--- src/rtl/spi_mem_ctrl_if.sv ---
// rtl/spi_mem_ctrl_if.sv - core-side word request bus for the SPI memory controller
interface spi_mem_ctrl_if;
    logic        req;
    logic        we;
    logic [23:0] addr;
    logic [31:0] wdata;
    logic [31:0] rdata;
    logic        done;
    logic        busy;

    modport master (
        output req, we, addr, wdata,
        input  rdata, done, busy
    );

    modport slave (
        input  req, we, addr, wdata,
        output rdata, done, busy
    );
endinterface

--- src/rtl/spi_mem_ctrl.sv ---
// rtl/spi_mem_ctrl.sv - SPI mode-0 initiator moving 32-bit words to/from external SPI memory
module spi_mem_ctrl (
    input  logic           clk,
    input  logic           rst_n,
    spi_mem_ctrl_if.slave  bus,
    output logic           spi_cs_n,
    output logic           spi_sclk,
    output logic           spi_mosi,
    input  logic           spi_miso
);
    localparam logic [7:0] CMD_READ  = 8'h03;
    localparam logic [7:0] CMD_WRITE = 8'h02;

    typedef enum logic [1:0] {IDLE, SHIFT, DONE} state_t;

    state_t      state, state_nx;
    logic [63:0] shreg;
    logic [63:0] frame;
    logic [31:0] rx;
    logic [5:0]  bit_cnt;
    logic        we_q;
    logic        cs_n_nx, sclk_nx, busy_nx, done_nx;

    // Data bytes go out lowest address first; reads send zeros in the data phase.
    always_comb begin
        frame = {(bus.we ? CMD_WRITE : CMD_READ), bus.addr,
                 (bus.we ? {bus.wdata[7:0], bus.wdata[15:8], bus.wdata[23:16], bus.wdata[31:24]}
                         : 32'h0)};
    end

    always_comb begin
        state_nx = state;
        cs_n_nx  = 1'b1;
        sclk_nx  = 1'b0;
        busy_nx  = 1'b0;
        done_nx  = 1'b0;
        case (state)
            IDLE: begin
                if (bus.req) begin
                    state_nx = SHIFT;
                    cs_n_nx  = 1'b0;
                    busy_nx  = 1'b1;
                end
            end
            SHIFT: begin
                if (spi_sclk && bit_cnt == 6'd0) begin
                    state_nx = DONE;
                    done_nx  = 1'b1;
                end else begin
                    cs_n_nx = 1'b0;
                    busy_nx = 1'b1;
                    sclk_nx = ~spi_sclk;
                end
            end
            DONE:    state_nx = IDLE;
            default: state_nx = IDLE;
        endcase
    end

    always_ff @(posedge clk or negedge rst_n) begin
        if (!rst_n) begin
            state     <= IDLE;
            spi_cs_n  <= 1'b1;
            spi_sclk  <= 1'b0;
            spi_mosi  <= 1'b0;
            bus.busy  <= 1'b0;
            bus.done  <= 1'b0;
            bus.rdata <= 32'h0;
            shreg     <= 64'h0;
            rx        <= 32'h0;
            bit_cnt   <= 6'd0;
            we_q      <= 1'b0;
        end else begin
            state    <= state_nx;
            spi_cs_n <= cs_n_nx;
            spi_sclk <= sclk_nx;
            bus.busy <= busy_nx;
            bus.done <= done_nx;
            case (state)
                IDLE: begin
                    if (bus.req) begin
                        shreg    <= frame;
                        we_q     <= bus.we;
                        bit_cnt  <= 6'd63;
                        spi_mosi <= frame[63];
                    end
                end
                SHIFT: begin
                    // sclk low phase ending: the edge raising sclk also captures MISO.
                    if (!spi_sclk) begin
                        rx <= {rx[30:0], spi_miso};
                    end else if (bit_cnt != 6'd0) begin
                        shreg    <= {shreg[62:0], 1'b0};
                        spi_mosi <= shreg[62];
                        bit_cnt  <= bit_cnt - 6'd1;
                    end else begin
                        spi_mosi <= 1'b0;
                        if (!we_q)
                            bus.rdata <= {rx[7:0], rx[15:8], rx[23:16], rx[31:24]};
                    end
                end
                default: ;
            endcase
        end
    end
endmodule

--- src/flat_wrapper.sv ---
// flat-port wrapper written by rule: the top's interface ports become plain ports
module spi_mem_ctrl_flat 
  (clk, rst_n, spi_cs_n, spi_sclk, spi_mosi, spi_miso, bus_req, bus_we, bus_addr, bus_wdata, bus_rdata, bus_done, bus_busy);
  spi_mem_ctrl_if bus_i ();
  input  logic clk;
  input  logic rst_n;
  output logic spi_cs_n;
  output logic spi_sclk;
  output logic spi_mosi;
  input  logic spi_miso;
  input wire logic [$bits(bus_i.req)-1:0] bus_req;
  input wire logic [$bits(bus_i.we)-1:0] bus_we;
  input wire logic [$bits(bus_i.addr)-1:0] bus_addr;
  input wire logic [$bits(bus_i.wdata)-1:0] bus_wdata;
  output wire logic [$bits(bus_i.rdata)-1:0] bus_rdata;
  output wire logic [$bits(bus_i.done)-1:0] bus_done;
  output wire logic [$bits(bus_i.busy)-1:0] bus_busy;
  assign bus_i.req = bus_req;
  assign bus_i.we = bus_we;
  assign bus_i.addr = bus_addr;
  assign bus_i.wdata = bus_wdata;
  assign bus_rdata = bus_i.rdata;
  assign bus_done = bus_i.done;
  assign bus_busy = bus_i.busy;
  spi_mem_ctrl u_core (.clk(clk), .rst_n(rst_n), .bus(bus_i), .spi_cs_n(spi_cs_n), .spi_sclk(spi_sclk), .spi_mosi(spi_mosi), .spi_miso(spi_miso));
endmodule
--- config.mk ---
export PLATFORM = sky130hd
export DESIGN_NAME = spi_mem_ctrl_flat
export DESIGN_NICKNAME = d
export VERILOG_FILES = /design/src/rtl/spi_mem_ctrl_if.sv /design/src/rtl/spi_mem_ctrl.sv /design/src/flat_wrapper.sv
export SDC_FILE = /design/constraint.sdc
export NUM_CORES = 1
export LEC_CHECK = 0
export BUFFER_PORTS_ARGS = -buffer_cell sky130_fd_sc_hd__buf_2
export CAP_MARGIN = 0
export CORE_MARGIN = 3
export CORE_UTILIZATION = 40
export DETAILED_ROUTE_END_ITERATION = 8
export MAX_ROUTING_LAYER = met4
export PLACE_DENSITY = 0.69
export SYNTH_ARGS = -nofsm -noshare
export SYNTH_HDL_FRONTEND = slang
export SYNTH_SLANG_ARGS = --single-unit
--- constraint.sdc ---
create_clock -name clk -period 3.1 [get_ports clk]
set_input_delay 0.31 -clock clk [delete_from_list [all_inputs] [get_ports clk]]
set_output_delay 0.31 -clock clk [all_outputs]
set_load 0.1 [all_outputs]
==> metrics.cfg <==
[outcome]
outcome=completed

[sta]
finalMaxSlewViolations=0
rsz0062_at_grt=false
clock.fmax_mhz=436
worstMarginPinSlew_ns=0.954
relSlewSlack_pct=36.3
setup_violations=0
hold_viol=0
clock_skew_ns=0.0130
period_needed_ns=2.30
fin_crit_sh_pct=74.0
finalSetupTns_ns=0

[route]
wl_per_cell_um=15.4
wl_um=12400
ant_nets=0
drt_pass1_iterations=5
viasPerCell=5.19
drc=0
drt_iter0_markers=224
num_vias=4195

[placement]
dp_cells=772
place.gp.congestion=0.870
hpwl_um=8150
numPortBuffers=97

[floorplan]
core_area_um2=14000
row_count=43
io_pins=98
die-area_um2=16000
start_util_pct=41.4
fp.dieW_um=127
dieHeight_um=127

[setup_path]
critPathRequiredTime_ns=3.43
cp-startpoint=u_core.state[0]
worstSetupEndpointType=flop
timing.rr.end=u_core.shreg[8]
path_class=flop to flop
startpoint_type=flop
reg2reg_depth=5
r2r-start=u_core.state[0]
worstPathMaxFanout=25
rrSetupSlack_ns=0.80
arrival_ns=2.63

[clocking]
clk_latency_ns=0.43
cts_buffers=17
cts_tree=built
cts_hold_buf=1
clk_pin_slew_ns=0.06
h-tree-depth=4
cts_root_buffer=clkbuf_16
cts.sinks=141
cts_setup_buffers=0
clock_path_buffers=2
cts.repair.resized=0

[yosys]
yosysSeqAreaShare_pct=60.7
syn_nets=584
ys_types=36
synth-seq-cells=141
avgSynthCellArea_um2=11.2
synth_cells=521
ys_warn_count=0
syn_area_um2=5820

[layout]
n_fill_cell=1212
instances_no_fill=809
nNetsFinal=675
multiInputGateArea_um2=2130
mostFrequentLayoutCell=dfrtp_1
drive_gt1_share_pct=33.4
ff_latch_area_um2=3530
fin_util_pct=50.6
final_cell_mix=dfrtp_1 (140), buf_2 (96), nand2_1 (87)
area.growth.synth_to_final_pct=22.2

[global_route]
antenna_found_initial=4
grt_max_degree=67
grt_pass1_vias=4192
grtUsageTotal_pct=16.8
gr-total-overflow=0
grt_pass1_wl_um=21000

[power]
ir_worst_vdd_v=0.000534
power.leakage_uw=0.00352
power_density_nw_per_um2=907

[run]
maxCapViolCount=0

[hold_path]
hp-class=input pin to flop
worstHoldPathCells=2
worstHoldStart=spi_miso
hold_path_end=u_core.rx[0]

## metrics by stage
stage                     hold slack, ns  power [uW]  cell area, um2  setup WS, ns
after floorplan                   0.0144        4000            5820         0.856
after global placement             0.344        4340            6500         0.920
after detailed placement           0.352        4460            6500         0.837
after CTS                          0.105        6520            7100         0.812
after global routing               0.107        6860            7110         0.605
final                              0.118        6450            7110         0.805
## critical path: stages, from the launching register on
cell and delay [ns]:
dfrtp_1 0.44, or3b_1 0.56, a22oi_4 0.65, buf_4 0.32
nor2_1 0.06, a31oi_1 0.17
## power breakdown
part	switching (uW)	internal (uW)	total (uW)
registers	399	2450	2850
clock network	883	1150	2030
logic	867	697	1560
## final cells by class
class	instances	area share (%)
antenna	4	0.141
clock buffer	17	5.98
clock inverter	15	2.36
inverter	3	0.158
multi-input combinational	342	30.0
sequential	141	49.6
tap	180	3.17
timing repair buffer	107	8.54
## worst max-delay path by stage
| stage | end | slack [ns] | cells after the start |
|---|---|---|---|
| 3_3_place_gp | u_core.bus.rdata[20] | 0.92 | 6 |
| 6_report | u_core.shreg[8] | 0.80 | 5 |
| 3_5_place_dp | u_core.shreg[41] | 0.84 | 5 |
| 4_1_cts | u_core.shreg[8] | 0.81 | 5 |
| 2_1_floorplan | u_core.shreg[14] | 0.86 | 5 |
| 5_1_grt | u_core.shreg[13] | 0.60 | 5 |
## synthesized netlist by cell type (all sizes together)
cell type	number	area, um2
a21o	2	15.0
a21oi	4	20.0
a221oi	1	8.76
a22o	5	43.8
a22oi	2	28.8
a31oi	56	350
and3	2	12.5
and3b	1	8.76
and4	1	8.76
and4bb	1	12.5
buf	20	103
clkbuf	15	56.3
dfrtp	140	3500
dfstp	1	26.3
ha	2	25.0
inv	3	11.3
mux2	64	721
nand2	87	327
nand2b	1	6.26
nand3	34	170
nand3b	2	15.0
nor2	63	236
nor2b	1	6.26
nor3	2	21.3
nor3b	1	7.51
o21ai	5	25.0
o221a	1	11.3
o22a	1	8.76
o2bb2ai	1	8.76
or3b	1	8.76
xnor2	1	8.76
## routing by layer
metal  part of all wire, %  global-route usage (%)
met1                    45                    21.2
met2                    48                    25.1
met3                   6.7                    7.12
met4                   1.1                    4.42
met5                     0                       -
## sequential cells by signal, indices dropped and copies added (netlist names), 2 cells and up
name	flops
u_core.shreg	63
u_core.bus.rdata	32
u_core.rx	32
u_core.bit_cnt	6
u_core.state	2
## kinds of logic (layout without fill, tap and decap cells)
family | Yosys count | in the layout | synth area share [%]
buffers and inverters | 38 | 142 | 2.93
XOR/XNOR | 1 | 1 | 0.151
multiplexers | 64 | 64 | 12.4
other | 0 | 4 | 0
AO/OA/AOI/OAI | 78 | 78 | 8.95
flip-flops | 141 | 141 | 60.7
AND/OR/NAND/NOR | 197 | 197 | 14.5
adder cells (fa/ha/maj) | 2 | 2 | 0.430
Power figures use the tool's default switching activity.
